## src/rtl/prime_sweep_pkg.sv

```systemverilog
// prime_sweep_pkg: shared types and constants for the prime sweep controller.
package prime_sweep_pkg;
    localparam int NUM_W = 5;
    localparam int N_PRIMES = 6;
    localparam logic [NUM_W-1:0] PRIME_MIN = 5'd2;
    localparam logic [NUM_W-1:0] PRIME_MAX = 5'd13;
    // Entry i of the sequence lives at bits [i*NUM_W +: NUM_W], ascending order.
    localparam logic [N_PRIMES*NUM_W-1:0] PRIME_TABLE = {5'd13, 5'd11, 5'd7, 5'd5, 5'd3, 5'd2};

    typedef enum logic [2:0] {
        S_IDLE,
        S_LOAD,
        S_STEP,
        S_HOLD,
        S_DONE
    } state_t;
endpackage

```

## src/rtl/prime_step.sv

```systemverilog
// prime_step: combinational neighbour lookup within the prime sequence.
module prime_step
    import prime_sweep_pkg::*;
(
    input  logic [NUM_W-1:0] number,
    input  logic             dir,
    input  logic             wrap_en,
    output logic [NUM_W-1:0] next_number,
    output logic             at_end
);
    logic [NUM_W-1:0] up;
    logic [NUM_W-1:0] dn;

    // Defaults supply the wrap targets: only 13 has no successor and only 2 no predecessor.
    always_comb begin
        up = PRIME_MIN;
        dn = PRIME_MAX;
        for (int i = 0; i < N_PRIMES - 1; i++) begin
            if (number == PRIME_TABLE[i*NUM_W +: NUM_W]) up = PRIME_TABLE[(i+1)*NUM_W +: NUM_W];
            if (number == PRIME_TABLE[(i+1)*NUM_W +: NUM_W]) dn = PRIME_TABLE[i*NUM_W +: NUM_W];
        end
    end

    assign at_end = dir ? (number == PRIME_MIN) : (number == PRIME_MAX);
    assign next_number = (at_end && !wrap_en) ? number : (dir ? dn : up);
endmodule

```

## src/rtl/prime_sweep_ctrl.sv

```systemverilog
// prime_sweep_ctrl: command-driven sequencer stepping through the primes 2..13.
// Define PRIME_SWEEP_WRAP_EN to wrap at the sequence ends instead of stopping.
module prime_sweep_ctrl
    import prime_sweep_pkg::*;
#(
    parameter int CNT_W = 4
) (
    input  logic             clock,
    input  logic             reset,
    input  logic             cmd_valid,
    output logic             cmd_ready,
    input  logic             cmd_dir,
    input  logic             cmd_load,
    input  logic [CNT_W-1:0] cmd_count,
    output logic             out_valid,
    input  logic             out_ready,
    output logic [NUM_W-1:0] number,
    output logic             busy,
    output logic             done,
    output logic             at_limit
);
`ifdef PRIME_SWEEP_WRAP_EN
    localparam logic WRAP_EN = 1'b1;
`else
    localparam logic WRAP_EN = 1'b0;
`endif

    state_t state;
    state_t state_n;
    logic [CNT_W-1:0] remaining;
    logic dir;
    logic load;
    logic [NUM_W-1:0] next_number;
    logic at_end;
    logic stop;

    prime_step u_step (
        .number(number),
        .dir(dir),
        .wrap_en(WRAP_EN),
        .next_number(next_number),
        .at_end(at_end)
    );

    assign stop = at_end && !WRAP_EN;
    assign cmd_ready = (state == S_IDLE);
    assign busy = (state != S_IDLE);

    always_ff @(posedge clock or negedge reset) begin
        if (!reset) state <= S_IDLE;
        else state <= state_n;
    end

    always_comb begin
        state_n = state;
        case (state)
            S_IDLE: if (cmd_valid) state_n = S_LOAD;
            S_LOAD: state_n = (remaining == '0) ? S_DONE : S_STEP;
            S_STEP: state_n = stop ? S_DONE : S_HOLD;
            S_HOLD: if (out_ready) state_n = (remaining == '0) ? S_DONE : S_STEP;
            S_DONE: state_n = S_IDLE;
            default: state_n = S_IDLE;
        endcase
    end

    always_ff @(posedge clock or negedge reset) begin
        if (!reset) begin
            number <= PRIME_MIN;
            out_valid <= 1'b0;
            done <= 1'b0;
            at_limit <= 1'b0;
            remaining <= '0;
            dir <= 1'b0;
            load <= 1'b0;
        end else begin
            done <= (state == S_DONE);
            case (state)
                S_IDLE: if (cmd_valid) begin
                    dir <= cmd_dir;
                    load <= cmd_load;
                    remaining <= cmd_count;
                end
                S_LOAD: begin
                    if (load) number <= dir ? PRIME_MAX : PRIME_MIN;
                    at_limit <= 1'b0;
                end
                // A blocked limit step ends the command without emitting a beat.
                S_STEP: if (stop) begin
                    at_limit <= 1'b1;
                    remaining <= '0;
                end else begin
                    number <= next_number;
                    out_valid <= 1'b1;
                    remaining <= remaining - 1'b1;
                end
                S_HOLD: if (out_ready) out_valid <= 1'b0;
                default: ;
            endcase
        end
    end
endmodule

```

## config.mk

```make
export PLATFORM = sky130hd
export DESIGN_NAME = prime_sweep_ctrl
export DESIGN_NICKNAME = d
export VERILOG_FILES = /design/src/rtl/prime_sweep_pkg.sv /design/src/rtl/prime_step.sv /design/src/rtl/prime_sweep_ctrl.sv
export SDC_FILE = /design/constraint.sdc
export NUM_CORES = 1
export LEC_CHECK = 0
export ABC_AREA = 1
export CAP_MARGIN = 20
export CORE_ASPECT_RATIO = 0.7
export CORE_UTILIZATION = 38
export DETAILED_ROUTE_END_ITERATION = 8
export GPL_TIMING_DRIVEN = 0
export HOLD_SLACK_MARGIN = 0.12
export PLACE_DENSITY = 0.61
export SLEW_MARGIN = 20
export SYNTH_ARGS = -nofsm -noshare
export SYNTH_HDL_FRONTEND = slang
export SYNTH_SLANG_ARGS = --single-unit
```

## constraint.sdc

```tcl
create_clock -name clock -period 1.9 [get_ports clock]
set_clock_uncertainty 0.2 [all_clocks]
set_input_delay 0.38 -clock clock [delete_from_list [all_inputs] [get_ports clock]]
set_output_delay 0.38 -clock clock [all_outputs]
set_load 0.03 [all_outputs]
```

==> reports/qor.yml <==
die:
  coreArea_um2: 2552
  dieArea_um2: 3018
  row_count: 15
  pin_count: 20
  die_w_um: 65.23
  dieHeight_um: 46.26
  initial_core_util_pct: 41.67
synth:
  ys_seq_area_share_pct: 37.76
  avgSynthCellArea_um2: 6.951
  synth_nets: 164
  synth_seq_cells: 16
  syn_inst: 153
  yosys_warnings: 0
  synth_area_um2: 1064
  ys_types: 24
setup_path:
  crit_family: "buffers and inverters"
  cp.required_ns: 1.32
  worstPathCellList: "clkdlybuf4s50_1"
  cp-start-kind: "flop"
  crit_type: "reg2out"
  cp.buffers_inverters: 1
  critPathMaxStageDelay_ns: 0.66
  endpoint_kind: "output port"
  arrival_ns: 1.26
  cpMaxStageDelayCell: "clkdlybuf4s50_1"
  cp_max_fo: 2
route:
  wirelength_mm: 2.362
  drc: 0
  drt_iter0_drc: 34
  via_per_inst: 4.833
  ant_nets: 0
  wl_per_cell_um: 11.30
  num_vias: 1010
  dr.pass1.iters: 4
clock_tree:
  clock-root-buffer: "clkbuf_8"
  clock_sinks: 16
  clkSlewWorstSetupHoldPaths_ns: 0.06
  cts_inserted_buffers: 3
  htreeDepth: 1
  clock_path_buffers: 2
  postCtsHoldBufs: 0
  cts_tree: "yes"
  clock_latency_ns: 0.25
finish:
  drive_gt1_share_pct: 13.14
  utilization_pct: 52.11
  num_antenna_cells: 0
  area_growth_pct: 25.06
  fillerInstances: 255
  fin_nets: 187
sta:
  relSlewSlack_pct: 50.79
  rsz0062_at_grt: "no"
  worst_pin_slew_ns: 0.7358
  period_needed_ns: 1.841
  finalSetupViolCount: 0
  drv_slew: 0
  finalCritPeriodShare_pct: 96.90
  finalSetupTns_ns: 0
  clock.fmax_mhz: 543.2
  timing.hold.ws_ns: 0.2790
  hold_viol_final: 0
power:
  peakVddDrop_uv: 699.5
  switching_share_pct: 50.66
  internal_power_mw: 1.183
  seq_power_share_pct: 28.5
  power_frac_comb_pct: 58.9
  p_sw_mw: 1.215
  power_density_nw_per_um2: 1803
  power.leakage_nw: 0.7061
  clkPwrFrac_pct: 12.6
global_routing:
  grt_pass1_wl_mm: 3.753
  overflow: 0
  grt_usage_pct: 17.25
  grt_max_degree: 17
  grt_pass1_vias: 843
  grt_antenna_before_repair: 0
outcome:
  status: "completed"
placed_design:
  portBuffers: 18
  place.gp.congestion: 0.8413
  dpl.hpwl_mm: 1.877
min_path:
  hold_path_class: "reg2reg"
flow_run:
  max_cap_viol_count: 0
layout by cell type (no fill, tap or decap), types with 3 or more instances in the layout:
| cell | Yosys | routed |
|---|---|---|
| dfrtp_1 | 15 | 14 |
| nand2_2 | 4 | 4 |
| nand3_1 | 13 | 13 |
| nor3_1 | 3 | 3 |
| nor2_1 | 17 | 17 |
| clkbuf_8 | 0 | 4 |
| a21boi_1 | 3 | 3 |
| nand2_1 | 48 | 48 |
| o21ai_0 | 10 | 10 |
| clkdlybuf4s50_1 | 0 | 11 |
| dlygate4sd2_1 | 0 | 4 |
| inv_1 | 18 | 18 |
| nor2_4 | 3 | 3 |
metal layers:
layer	track usage (%)	vias up	part of all wire (%)
met1	23.08	451	52
met2	26.60	27	42
met4	3.478	0	0.38
met5	0	-	0
met3	6.683	4	5.5
li1	-	528	-
kinds of logic (layout without fill, tap and decap cells):
family / Yosys count / count (layout) / synth area share, %
XOR/XNOR: 1 / 1 / 0.8237
flip-flops: 16 / 16 / 37.77
AND/OR/NAND/NOR: 95 / 95 / 42.59
other: 1 / 1 / 0.3526
adder cells (fa/ha/maj): 1 / 1 / 1.176
buffers and inverters: 22 / 44 / 8.588
AO/OA/AOI/OAI: 17 / 17 / 8.706
power groups by stage:
stage	logic (mW)	clock network [mW]	registers (mW)
floorplan	0.975	0	0.756
global placement	1.43	0	0.686
detailed placement	1.47	0	0.688
CTS	1.43	0.314	0.683
global route	1.58	0.328	0.709
finish	1.41	0.302	0.684
path summary, 6_finish.rpt:
path / depth (start not counted) / to / start / slack, ns
max: 1 / out_valid / out_valid$_DFFE_PN0P_ / 0.06
min: 2 / out_valid$_DFFE_PN0P_ / out_valid$_DFFE_PN0P_ / 0.28
max reg2reg: 8 / number[0]$_DFFE_PN0P_ / number[2]$_DFFE_PN0P_ / 0.31
min reg2reg: 2 / out_valid$_DFFE_PN0P_ / out_valid$_DFFE_PN0P_ / 0.28
max in group asynchronous: 1 / state[1]$_DFFE_PN0P_ / reset / 0.63
min in group asynchronous: 1 / done$_DFF_PN0_ / reset / 0.37
cell usage after synthesis, drive strengths merged:
cell	n	share of area (%)
a21boi	3	2.1
a21oi	2	0.94
buf	1	0.71
clkinv	1	0.82
conb	1	0.35
dfrtp	15	35
dfstp	1	2.5
ha	1	1.2
inv	20	7.1
nand2	53	20
nand3	16	9.6
nand3b	2	1.4
nand4	1	0.59
nor2	20	9.2
nor3	3	1.4
o21ai	12	5.6
xnor2	1	0.82
sequential cells by signal, summed over array words and instances, names as in the netlist:
register and count:
remaining 4, done 1, out_valid 1, dir 1
load 1, number 4, state 3, at_limit 1
area by class of cell:
cell class | count | area (µm²) | area share (%)
Buffer | 1 | 7.507 | 0.5644
Sequential cell | 16 | 402.9 | 30.29
Multi-Input combinational cell | 115 | 570.5 | 42.90
Clock buffer | 4 | 55.05 | 4.139
Inverter | 21 | 83.83 | 6.303
Timing Repair Buffer | 18 | 167.7 | 12.61
Tap cell | 34 | 42.54 | 3.198
repair_timing:
item                                   in CTS  in global routing
endpoints found under the hold margin       0                  0
setup buffers                               0                  0
setup endpoints to repair                   6                  2
resized for setup                          13                  3
per-stage QoR:
step                      setup slack, ns  instance area [µm²]  total power, mW  instances
after detailed placement          -0.1132                 1286            2.155        205
after global routing             0.009529                 1330            2.617        209
final                             0.05893                 1330            2.398        209
after global placement            -0.1185                 1286            2.121        205
after CTS                         0.03864                 1334            2.425        209
after floorplan                    0.3304                 1064            1.731        153
(Power assumes the default switching activity.)
